## config.mk

```make
export PLATFORM = sky130hd
export DESIGN_NAME = flippy_lane
export DESIGN_NICKNAME = d
export VERILOG_FILES = /design/src/rtl/flippy_pkg.sv /design/src/rtl/flippy_match_filter.sv /design/src/rtl/flippy_lane.sv
export SDC_FILE = /design/constraint.sdc
export NUM_CORES = 1
export LEC_CHECK = 0
export CAP_MARGIN = 20
export CORE_MARGIN = 2
export CORE_UTILIZATION = 35
export DETAILED_ROUTE_END_ITERATION = 10
export GPL_ROUTABILITY_DRIVEN = 0
export PLACE_DENSITY = 0.76
export SYNTH_ARGS = -nofsm -noshare
export SYNTH_HDL_FRONTEND = slang
export SYNTH_SLANG_ARGS = --single-unit
```

## constraint.sdc

```tcl
create_clock -name clock -period 1.8 [get_ports clock]
set_input_delay 0.36 -clock clock [delete_from_list [all_inputs] [get_ports clock]]
set_output_delay 0.36 -clock clock [all_outputs]
set_load 0.1 [all_outputs]
```

## src/rtl/flippy_pkg.sv

```systemverilog
// Shared lane definitions for the flippy game: lane state encoding,
// target byte width and default descent row count.
package flippy_pkg;

  localparam int VALUE_W  = 8;
  localparam int ROWS_DEF = 8;

  typedef enum logic [1:0] {
    IDLE = 2'd0,
    FALL = 2'd1,
    HIT  = 2'd2,
    OVER = 2'd3
  } lane_state_e;

  typedef struct packed {
    logic                 over;
    logic [VALUE_W-1:0]   val;
  } lane_evt_t;

endpackage

```

## src/rtl/flippy_match_filter.sv

```systemverilog
// Switch/target comparator requiring MATCH_CYCLES consecutive
// equal samples while enabled before reporting a match.
module flippy_match_filter
  import flippy_pkg::*;
#(
  parameter int MATCH_CYCLES = 4
) (
  input  logic               clock,
  input  logic               reset_n,
  input  logic               clear,
  input  logic               en,
  input  logic [VALUE_W-1:0] switches,
  input  logic [VALUE_W-1:0] value,
  output logic               match
);

  localparam int CW = $clog2(MATCH_CYCLES + 1);
  localparam logic [CW-1:0] LAST = CW'(MATCH_CYCLES - 1);

  logic          eq;
  logic [CW-1:0] cnt_d, cnt_q;

  assign eq    = (switches == value);
  assign match = en && eq && (cnt_q == LAST);

  always_comb begin
    cnt_d = cnt_q;
    if (clear || !en || !eq) begin
      cnt_d = '0;
    end else if (cnt_q != LAST) begin
      cnt_d = cnt_q + 1'b1;
    end
  end

  always_ff @(posedge clock or negedge reset_n) begin
    if (!reset_n) begin
      cnt_q <= '0;
    end else begin
      cnt_q <= cnt_d;
    end
  end

endmodule

```

## src/rtl/flippy_lane.sv

```systemverilog
// One falling-target lane. Define FLIPPY_LANE_MATCH_FILTER_EN to
// require MATCH_CYCLES consecutive matching samples before a hit.
module flippy_lane
  import flippy_pkg::*;
#(
  parameter int ROWS         = ROWS_DEF,
  parameter int MATCH_CYCLES = 4
) (
  input  logic                    clock,
  input  logic                    reset_n,
  input  logic                    game_reset,
  input  logic                    tick,
  input  logic                    spawn,
  input  logic [VALUE_W-1:0]      spawn_value,
  input  logic [VALUE_W-1:0]      switches,
  output logic                    active,
  output logic [VALUE_W-1:0]      value,
  output logic [$clog2(ROWS)-1:0] height,
  output logic                    correct,
  output logic                    game_over
);

  localparam int HW = $clog2(ROWS);

  lane_state_e        state_d, state_q;
  logic [VALUE_W-1:0] value_d, value_q;
  logic [HW-1:0]      height_d, height_q;
  logic               match_w;
  logic               in_fall;

  assign in_fall = (state_q == FALL);

`ifdef FLIPPY_LANE_MATCH_FILTER_EN
  flippy_match_filter #(
    .MATCH_CYCLES (MATCH_CYCLES)
  ) u_filter (
    .clock    (clock),
    .reset_n  (reset_n),
    .clear    (game_reset),
    .en       (in_fall),
    .switches (switches),
    .value    (value_q),
    .match    (match_w)
  );
`else
  logic unused_mc;
  assign unused_mc = (MATCH_CYCLES != 0);
  assign match_w   = in_fall && (switches == value_q);
`endif

  always_comb begin
    state_d  = state_q;
    value_d  = value_q;
    height_d = height_q;
    if (game_reset) begin
      state_d  = IDLE;
      value_d  = '0;
      height_d = '0;
    end else begin
      unique case (state_q)
        IDLE: if (spawn) begin
          // a zero target would score instantly with all switches off
          value_d  = (spawn_value == '0) ? VALUE_W'(1) : spawn_value;
          height_d = HW'(ROWS - 1);
          state_d  = FALL;
        end
        FALL: if (match_w) begin
          state_d = HIT;
        end else if (tick) begin
          if (height_q != '0) height_d = height_q - 1'b1;
          else                state_d  = OVER;
        end
        HIT:  state_d = IDLE;
        OVER: state_d = OVER;
        default: state_d = IDLE;
      endcase
    end
  end

  always_ff @(posedge clock or negedge reset_n) begin
    if (!reset_n) begin
      state_q  <= IDLE;
      value_q  <= '0;
      height_q <= '0;
    end else begin
      state_q  <= state_d;
      value_q  <= value_d;
      height_q <= height_d;
    end
  end

  assign active    = in_fall;
  assign correct   = (state_q == HIT);
  assign game_over = (state_q == OVER);
  assign value     = value_q;
  assign height    = height_q;

endmodule
```

After elaboration in Yosys (flattened, before gate mapping):

Cells that the tools add are included.

* flip-flop bits (word level): 13
* output and inout port bits: 14
* input port bits: 21

* reductions and logical operators: 10
* add/subtract/negate cells: 1
* muxes and demuxes: 16
* eq/ne operators: 10

Operators with widths (count)
* $mux 8: 4
* $mux 3: 5
* $mux 2: 5
* $ne 3x3->1 const B: 3
* $eq 8x8->1: 1
* $logic_not 8->1: 1
* $ne 4x4->1 const B: 2
* $pmux 2 s4: 1
* $pmux 3 s2: 1
* $reduce_bool 3->1: 2
* $reduce_and 5->1: 1
* $eq 2x2->1 const B: 2
* $reduce_bool 2->1: 2
* $ne 3x2->1 const B: 1
* $reduce_and 3->1: 1
* $sub 3x1->3 const B: 1
* $eq 2x1->1 const B: 1
* $logic_not 2->1: 1
* $reduce_and 2->1: 1
* $logic_and 1x1->1: 1

Logic depth before layout (Yosys ltp):

Gate-level depths: netlist of run 1.

* depth in word-level cells: 6
* depth in mapped cells: 6

Worst setup path before layout of run 1:

OpenSTA, ideal clock, no wires.

* path kind: flip-flop to output port
* start: register state_q[0]
* end: output port correct
* buffers on the path: 1
* arrival time: 1.761 ns
* path slack: -0.321 ns
* data required time: 1.440 ns
* stages on the path, launching flop included: 3
* path through: dfrtp_1 > buf_2 > nor2_1

* word-level cells in the longest chain between the ends: 1

RTL lines
* start, declared: line flippy_lane.sv:25 `lane_state_e state_d, state_q;`
* start signal, assigned: line flippy_lane.sv:86 `state_q <= state_d;`
* $eq 2x2->1: line flippy_lane.sv:93 `assign correct = (state_q == HIT);`
* end, declared: line flippy_lane.sv:19 `output logic correct,`

No other way between the ends.

Worst setup path after layout of run 1:

* start: register value_q[4] (netlist: value[4])
* end: register height_q[1] (netlist: height[1])

* word-level cells in the longest chain between the ends: 4

RTL lines
* start, declared: line flippy_lane.sv:26 `logic [VALUE_W-1:0] value_d, value_q;`
* start signal, assigned: line flippy_lane.sv:87 `value_q <= value_d;`
* $eq 8x8->1: line flippy_lane.sv:48 `assign match_w = in_fall && (switches == value_q);`
* $logic_and 1x1->1: line flippy_lane.sv:48
* $ne 3x3->1 (no source line)
* $reduce_and 5->1 (no source line)
* end signal, assigned: line flippy_lane.sv:88 `height_q <= height_d;`
* end, declared: line flippy_lane.sv:27 `logic [HW-1:0] height_d, height_q;`

No other way between the ends.
A chain may end at the register's enable or synchronous reset.

==> flow_summary.yaml, run 1 <==
status:
  outcome: "finished clean"
worst_setup_path:
  critPathCaptureType: "flop"
  critical_path_buf_inv_count: 0
  setup_crit_path_kind: "flop to flop"
  crit_path_max_incr_delay_ps: 510
  worstReg2RegStart: "value[4]"
  worst-endpoint-arrival_ps: 1900
  timing.reg2reg.worst_path_depth: 5
  timing.critical_path.from_type: "flop"
  rr_endpoint: "height[1]"
  cp_cell_sequence: "xor2_1 > nor4_2 > nand2_2 > mux2_4 > a21oi_2"
  timing.reg2reg.setup_slack_ps: 110
  critical_path_required_ps: 2010
  worst_path_dominant_cell_family: "flip-flops"
  crit_slowest_cell: "sky130_fd_sc_hd__dfrtp_4"
  critical_path_fanouts_max: 3
timing:
  relSlewSlack: 0.769
  timing_worst_slew_pin_value_ps: 344
  min_period_over_period: 0.941
  final-setup-viol-count: 0
  setup-tns-final_ps: 0
  fin_clk_skew_ps: 4.44
  rsz0062_at_grt: "no"
  fmaxAchievable_mhz: 590
  final.setup.worst_slack_ps: 105
  hold_viol: 0
  finalCriticalPeriod_ps: 1690
  drv_slew: 0
power_and_ir_drop:
  p_per_area_nw_per_um2: 739
  power_leakage_nw: 0.595
  power.ir.vdd_worst_uv: 468
grt:
  antenna_found_initial: 0
  global_route.overflow_total: 0
  grt_pass1_vias: 879
  grt_first_pass_wirelength_mm: 3.62
  grt_start_max_net_pins: 14
  groute.usage.overall: 0.186
route:
  totalWireLength_mm: 2.15
  detailed_routing_iteration_count_for_the_pre_antenna_repair_pass: 4
  drcViolationCount: 0
  route.vias.total: 822
  drt-vias-per-instance: 5.11
  top_layer: "met4"
  postRouteAntennaNets: 0
  dr.first_iter.drc_count: 11
  metal1_wirelength_um: 846
  wl_met3_um: 103
  met2_length_mm: 1.18
  post_drt_wl_per_cell_um: 13.3
clock_network:
  cts_buffer_depth: 2
  clock_tree.root_cell: "sky130_fd_sc_hd__clkbuf_4"
  clock-sinks: 13
  tritoncts.num_buffers: 3
  cts_tree: "done"
  cts.hold.buffers_added: 0
  clock_latency_ps: 280
  cts.htree.levels: 1
  clk_pin_slew_worst_paths_ps: 80
placement:
  detailed_place_hpwl_mm: 1.71
  dp_worst_setup_slack_ps: -179
  port-buffer-count: 34
synth:
  synthesis.instances: 90
  ys_ff_latch: 13
  syn_area_per_cell_um2: 8.72
  synth_sequential_area_ratio: 0.415
  synth_cell_types: 27
  yosys_warning_total: 0
  syn-cell-area_um2: 785
  synthesis.nets: 113
floorplanning:
  full_die_area_um2: 2640
  core_area_um2: 2170
  top_level_ports: 35
  dieWidth_um: 51.3
  floorplan.initialDensity: 0.362
  die-height_um: 51.3
  num_rows: 17
layout:
  flow.area_growth_from_synthesis_pct: 80.1
  antenna_cells_inserted: 0
  layout.nets: 157
  layout-drive-gt1-share: 0.338
hold_path:
  hold_path_class: "input port to async pin"
job:
  cap_violations: 0
kinds of logic (layout without fill, tap and decap cells):
kind of cell               Yosys count  in the layout  synth area share
xor gates and xnor gates             8              8            0.0893
and+or+nand+nor                     38             38             0.247
muxes                                2              2            0.0319
buffers and inverters                7             50            0.0351
AOI/OAI and AO/OA                   20             20             0.150
adders and majority gates            2              2            0.0319
DFF                                 13             13             0.415
cell type report:
cell class / instances / area, um^2
timing repair buffer: 41 / 533
sequential: 13 / 349
tap: 28 / 35.0
clock buffer: 3 / 22.5
fill: 197 / 757
clock inverter: 1 / 5.00
inverter: 5 / 18.8
multi-input combinational: 70 / 449
timing repair:
item / in CTS / in global routing
buffers inserted: 0 / 0
setup endpoints to repair: 0 / 3
gates resized for setup: 0 / 2
routing by layer:
| layer | global-route usage | vias to the layer above |
|---|---|---|
| met5 | 0 | - |
| li1 | - | 394 |
| met4 | 0.105 | 0 |
| met1 | 0.207 | 401 |
| met2 | 0.331 | 25 |
| met3 | 0.0351 | 2 |
flip-flops by register name, summed over array words and instances, names as in the netlist:
| signal | count |
|---|---|
| state_q | 2 |
| height | 3 |
| value | 8 |
per-stage QoR:
| stage | power (mW) | hold slack (ps) | cells | cell area (um^2) | util |
|---|---|---|---|---|---|
| 5_1_grt | 1.10 | 387 | 161 | 1410 | 0.651 |
| 6_report | 1.04 | 385 | 161 | 1410 | 0.651 |
| 3_3_place_gp | 0.855 | 582 | 157 | 1370 | 0.631 |
| 3_5_place_dp | 0.863 | 588 | 157 | 1370 | 0.631 |
| 4_1_cts | 1.04 | 385 | 161 | 1400 | 0.644 |
| 2_1_floorplan | 0.649 | 64.4 | 90 | 811 | - |
power by group:
part	internal [mW]	switching, mW
registers	0.322	0.0378
clock network	0.0823	0.0976
logic	0.203	0.301
cell usage in the layout, fill, tap and decap left out, drive strengths merged:
cell            n
xor2            8
nor2            6
clkinv          1
inv             5
nand2b          1
dfrtp          13
mux2i           1
nor3b           1
clkbuf          3
nand3b          2
a21oi          13
and2            1
nor4            3
a221oi          1
buf            21
clkdlybuf4s50  20
and3            1
mux2            1
a31oi           2
a211oi          2
nand2          19
o21ai           1
ha              2
a21boi          1
nor3            4
worst max-delay path by stage:
stage / start / to / slack (ps) / cells past startpoint
after floorplan: value[5] / height[1] / -10 / 5
after global placement: switches[2] / height[1] / -160 / 6
after detailed placement: switches[5] / height[0] / -180 / 6
after CTS: value[2] / height[1] / 60 / 5
after global routing: value[4] / height[0] / 6 / 6
final: value[4] / height[1] / 110 / 5
cells in the mapped netlist:
library cell | instances | share of area
sky130_fd_sc_hd__a211oi_1 | 2 | 0.019
sky130_fd_sc_hd__a21boi_0 | 1 | 0.0096
sky130_fd_sc_hd__a21oi_1 | 12 | 0.077
sky130_fd_sc_hd__a21oi_2 | 1 | 0.011
sky130_fd_sc_hd__a221oi_1 | 1 | 0.011
sky130_fd_sc_hd__a31oi_1 | 2 | 0.016
sky130_fd_sc_hd__and2_1 | 1 | 0.0080
sky130_fd_sc_hd__and3_1 | 1 | 0.0080
sky130_fd_sc_hd__buf_2 | 1 | 0.0064
sky130_fd_sc_hd__clkbuf_1 | 1 | 0.0048
sky130_fd_sc_hd__dfrtp_1 | 13 | 0.41
sky130_fd_sc_hd__ha_1 | 2 | 0.032
sky130_fd_sc_hd__inv_1 | 4 | 0.019
sky130_fd_sc_hd__inv_2 | 1 | 0.0048
sky130_fd_sc_hd__mux2_4 | 1 | 0.019
sky130_fd_sc_hd__mux2i_1 | 1 | 0.013
sky130_fd_sc_hd__nand2_1 | 18 | 0.086
sky130_fd_sc_hd__nand2_2 | 1 | 0.0080
sky130_fd_sc_hd__nand2b_1 | 1 | 0.0080
sky130_fd_sc_hd__nand3b_1 | 2 | 0.019
sky130_fd_sc_hd__nor2_1 | 6 | 0.029
sky130_fd_sc_hd__nor3_1 | 4 | 0.026
sky130_fd_sc_hd__nor3b_2 | 1 | 0.016
sky130_fd_sc_hd__nor4_1 | 1 | 0.0080
sky130_fd_sc_hd__nor4_2 | 2 | 0.032
sky130_fd_sc_hd__o21ai_1 | 1 | 0.0064
sky130_fd_sc_hd__xor2_1 | 8 | 0.089
Note: power is estimated with default switching activity, not from simulation.
==> run 2: changes to the inputs <==
--- a/config.mk
+++ b/config.mk
@@ -7,10 +7,10 @@
 export LEC_CHECK = 0
 export CAP_MARGIN = 20
 export CORE_MARGIN = 2
-export CORE_UTILIZATION = 35
+export CORE_UTILIZATION = 40
 export DETAILED_ROUTE_END_ITERATION = 10
 export GPL_ROUTABILITY_DRIVEN = 0
-export PLACE_DENSITY = 0.76
+export PLACE_DENSITY = 0.84
 export SYNTH_ARGS = -nofsm -noshare
 export SYNTH_HDL_FRONTEND = slang
 export SYNTH_SLANG_ARGS = --single-unit
==> flow_summary.yaml, run 2 (same netlist as run 1, synthesis figures left out) <==
worst_setup_path:
  critical_path_buf_inv_count: 1
  crit_path_max_incr_delay_ps: 510
  timing.reg2reg.worst_path_depth: 6
  worst-endpoint-arrival_ps: 1930
  worst_path_dominant_cell_family: "flip-flops"
  rr_endpoint: "height[1]"
  cp_cell_sequence: "xor2_1 > nor4_2 > buf_4 > nand2_2 > mux2_4 > a21oi_2"
  critical_path_fanouts_max: 3
  worstReg2RegStart: "value[5]"
  crit_slowest_cell: "sky130_fd_sc_hd__dfrtp_4"
  critPathCaptureType: "flop"
  setup_crit_path_kind: "flop to flop"
  critical_path_required_ps: 2010
  timing.reg2reg.setup_slack_ps: 80
  timing.critical_path.from_type: "flop"
layout:
  layout_commonest_cell: "sky130_fd_sc_hd__clkdlybuf4s50_1"
  mostFrequentLayoutCells: "sky130_fd_sc_hd__clkdlybuf4s50_1, sky130_fd_sc_hd__nand2_1, sky130_fd_sc_hd__buf_12"
  antenna_cells_inserted: 0
  multi_input_comb_area_um2: 434
  layout.core_utilization: 0.730
  sequential_cell_area_um2: 349
  layout-drive-gt1-share: 0.318
  flow.area_growth_from_synthesis_pct: 76.9
  largest_register_ffs: 8
  nFillCells: 138
  layout.nets: 156
floorplanning:
  floorplan.initialDensity: 0.412
  dieWidth_um: 48.3
  core_area_um2: 1900
  full_die_area_um2: 2330
  die-height_um: 48.3
  top_level_ports: 35
  num_rows: 16
clock_network:
  clock-sinks: 13
  cts_tree: "done"
  cts_buffer_depth: 2
  clk_pin_slew_worst_paths_ps: 80
  cts.htree.levels: 1
  clock_tree.root_cell: "sky130_fd_sc_hd__clkbuf_4"
  postCtsSetupRepairBufs: 0
  tritoncts.num_buffers: 3
  clock_latency_ps: 280
grt:
  grt_start_max_net_pins: 14
  global_route.overflow_total: 0
  grt_pass1_vias: 759
  groute.usage.overall: 0.206
  antenna_found_initial: 0
  grt_first_pass_wirelength_mm: 3.23
timing:
  min_period_over_period: 0.956
  finalCriticalPeriod_ps: 1720
  fmaxAchievable_mhz: 581
  setup-tns-final_ps: 0
  worst_hold_slack_after_final_layout_ps: 384
  rsz0062_at_grt: "no"
  final-setup-viol-count: 0
  fin_clk_skew_ps: 4.81
  hold_viol: 0
  relSlewSlack: 0.735
  drv_slew: 0
  timing_worst_slew_pin_value_ps: 395
route:
  totalWireLength_mm: 2.07
  drcViolationCount: 0
  drt-vias-per-instance: 5.06
  postRouteAntennaNets: 0
  route.vias.total: 804
  dr.first_iter.drc_count: 7
  detailed_routing_iteration_count_for_the_pre_antenna_repair_pass: 4
  post_drt_wl_per_cell_um: 13.0
job:
  cap_violations: 0
power_and_ir_drop:
  power.ir.vdd_worst_uv: 606
  p_per_area_nw_per_um2: 750
  power_leakage_nw: 0.584
status:
  outcome: "finished clean"
placement:
  port-buffer-count: 34
  detailed_place_hpwl_mm: 1.64
hold_path:
  hold_path_class: "input port to async pin"
==> run 2: cell types whose count changed in the layout (fill, tap and decap cells not counted) <==
cell / before / now
sky130_fd_sc_hd__a221oi_1: 0 / 1
sky130_fd_sc_hd__nor4_4: 1 / 0
sky130_fd_sc_hd__clkbuf_1: 0 / 1
sky130_fd_sc_hd__nor4_2: 1 / 2
sky130_fd_sc_hd__buf_4: 7 / 6
sky130_fd_sc_hd__clkinv_2: 1 / 0
sky130_fd_sc_hd__a221oi_2: 1 / 0
==> run 2: layer usage <==
layer	global-route usage	routed length (um)	vias up
met5	0	0	-
met4	0.114	51	0
met3	0.0407	102	4
met2	0.332	1020	24
met1	0.259	897	384
li1	-	-	392
==> run 2: layout make-up <==
| cell class | instances | area share |
|---|---|---|
| clock buffers | 4 | 0.0189 |
| inverters | 5 | 0.0135 |
| flip-flops and latches | 13 | 0.252 |
| multi-input cells | 70 | 0.313 |
| repair buffers | 40 | 0.379 |
| well taps | 27 | 0.0243 |
==> run 2: worst register-to-register path, stage by stage (launching register included) <==
cell                      delay (ps)
sky130_fd_sc_hd__dfrtp_4         510
sky130_fd_sc_hd__xor2_1          180
sky130_fd_sc_hd__nor4_2          290
sky130_fd_sc_hd__buf_4           170
sky130_fd_sc_hd__nand2_2          60
sky130_fd_sc_hd__mux2_4          320
sky130_fd_sc_hd__a21oi_2         120
==> run 2: worst max path at each step <==
stage,startpoint,to,slack [ps],depth (start not counted)
floorplan,value[5],height[1],-10,5
global placement,switches[5],height[1],-160,7
detailed placement,switches[2],height[1],-190,6
CTS,value[5],height[1],70,6
global route,state_q[0],active,6,3
finish,value[5],height[1],80,6
==> run 2: timing repair <==
action	4_1_cts	5_1_grt
setup endpoints to repair	0	2
hold buffers	0	0
resized for setup	0	0
==> run 2: where the power goes <==
| part | total (mW) | internal (mW) | switching [mW] |
|---|---|---|---|
| registers | 0.360 | 0.322 | 0.0377 |
| logic | 0.495 | 0.199 | 0.296 |
| clock network | 0.186 | 0.0862 | 0.100 |
==> run 2: per-stage QoR <==
| stage | std cells | setup slack (ps) | total power [mW] | area, um^2 |
|---|---|---|---|---|
| 2_1_floorplan | 90 | -9.83 | 0.649 | 811 |
| 3_3_place_gp | 155 | -162 | 0.852 | 1360 |
| 3_5_place_dp | 155 | -189 | 0.861 | 1360 |
| 4_1_cts | 159 | 68.9 | 1.05 | 1390 |
| 5_1_grt | 159 | 6.27 | 1.09 | 1390 |
| 6_report | 159 | 78.5 | 1.04 | 1390 |
==> run 3: changes to the inputs <==
--- a/config.mk
+++ b/config.mk
@@ -10,7 +10,7 @@
 export CORE_UTILIZATION = 40
 export DETAILED_ROUTE_END_ITERATION = 10
 export GPL_ROUTABILITY_DRIVEN = 0
-export PLACE_DENSITY = 0.84
+export PLACE_DENSITY = 0.89
 export SYNTH_ARGS = -nofsm -noshare
 export SYNTH_HDL_FRONTEND = slang
 export SYNTH_SLANG_ARGS = --single-unit
==> flow_summary.yaml, run 3 (same netlist as run 1, synthesis figures left out) <==
clock_network:
  clock_tree.root_cell: "sky130_fd_sc_hd__clkbuf_4"
  cts_buffer_depth: 2
  cts.hold.buffers_added: 0
  cts_tree: "done"
  cts.htree.levels: 1
  clock-sinks: 13
  clock_latency_ps: 280
  tritoncts.num_buffers: 3
  postCtsSetupRepairBufs: 0
  clk_pin_slew_worst_paths_ps: 80
worst_setup_path:
  timing.reg2reg.setup_slack_ps: 80
  worst-endpoint-arrival_ps: 1380
  rr_endpoint: "height[1]"
  timing.critical_path.from_type: "flop"
  timing.reg2reg.worst_path_depth: 5
  critPathCaptureType: "output pin"
  critical_path_fanouts_max: 8
  critical_path_required_ps: 1440
  setup_crit_path_kind: "flop to output pin"
  worstReg2RegStart: "value[2]"
timing:
  fmaxAchievable_mhz: 574
  final-setup-viol-count: 0
  rsz0062_at_grt: "no"
  relSlewSlack: 0.614
  timing_worst_slew_pin_value_ps: 577
  min_period_over_period: 0.968
  hold_viol: 0
  final.setup.worst_slack_ps: 58.1
  fin_clk_skew_ps: 0.818
  drv_slew: 0
  finalCriticalPeriod_ps: 1740
layout:
  layout.nets: 155
  post_layout_nonfiller_instances: 158
  layout.core_utilization: 0.730
  mostFrequentLayoutCells: "sky130_fd_sc_hd__clkdlybuf4s50_1, sky130_fd_sc_hd__nand2_1, sky130_fd_sc_hd__buf_12"
  flow.area_growth_from_synthesis_pct: 77.0
  layout-drive-gt1-share: 0.313
  antenna_cells_inserted: 0
  largest_register_ffs: 8
  layout_commonest_cell: "sky130_fd_sc_hd__clkdlybuf4s50_1"
power_and_ir_drop:
  p_per_area_nw_per_um2: 759
  power.ir.vdd_worst_uv: 395
  power_leakage_nw: 0.580
grt:
  antenna_found_initial: 0
  grt_start_max_net_pins: 14
  grt_first_pass_wirelength_mm: 3.36
  grt_pass1_vias: 858
  groute.usage.overall: 0.211
  global_route.overflow_total: 0
placement:
  port-buffer-count: 34
  dp_worst_setup_slack_ps: -209
  dp_cells: 154
  detailed_place_hpwl_mm: 1.88
route:
  drcViolationCount: 0
  detailed_routing_iteration_count_for_the_pre_antenna_repair_pass: 4
  dr.first_iter.drc_count: 30
  totalWireLength_mm: 2.36
  drt-vias-per-instance: 5.29
  route.vias.total: 836
  post_drt_wl_per_cell_um: 14.9
  postRouteAntennaNets: 0
status:
  outcome: "finished clean"
floorplanning:
  num_rows: 16
  top_level_ports: 35
  dieWidth_um: 48.3
  floorplan.initialDensity: 0.412
  full_die_area_um2: 2330
  die-height_um: 48.3
  core_area_um2: 1900
job:
  cap_violations: 0
hold_path:
  hold_path_class: "input port to async pin"
run 3: cell type report:
class	count	area, um^2
flip-flops and latches	13	349
repair buffers	39	518
fillers	119	513
well taps	27	33.8
inverters	5	18.8
clock buffers	4	26.3
multi-input cells	70	443
run 3: critical path, stage by stage, from the launching register on:
cell and delay, ps:
sky130_fd_sc_hd__dfrtp_1 520, sky130_fd_sc_hd__nand2_1 190, sky130_fd_sc_hd__inv_1 190, sky130_fd_sc_hd__buf_12 200
run 3: per-stage QoR:
stage	total power [mW]	setup TNS (ps)	area, um^2	hold slack (ps)
floorplan	0.649	-9.83	811	64.4
global placement	0.849	-445	1350	580
detailed placement	0.865	-642	1350	587
CTS	1.05	0	1380	455
global route	1.10	0	1390	496
finish	1.05	0	1390	439
run 3: what timing repair did:
action,CTS,global route
gates resized for setup,0,1
endpoints found under the hold margin,0,0
endpoints found under the setup margin,0,2
run 3: where the power goes:
group          switching (mW)  internal [mW]
Sequential             0.0404          0.322
Clock                   0.102         0.0861
Combinational           0.305          0.199
run 3: worst max-delay path by stage:
stage / startpoint / to / slack, ps / cells after the start
finish: state_q[0] / active / 60 / 3
floorplan: value[5] / height[1] / -10 / 5
CTS: value[5] / height[1] / 50 / 5
detailed placement: switches[4] / height[1] / -210 / 6
global placement: switches[5] / height[1] / -140 / 6
global route: state_q[0] / active / 2 / 3
run 3: routing by layer:
layer	share of wire	track usage	vias up
met5	0	0	-
met4	0.032	0.119	0
met3	0.069	0.0222	10
met2	0.55	0.408	43
met1	0.35	0.215	393
li1	-	-	390
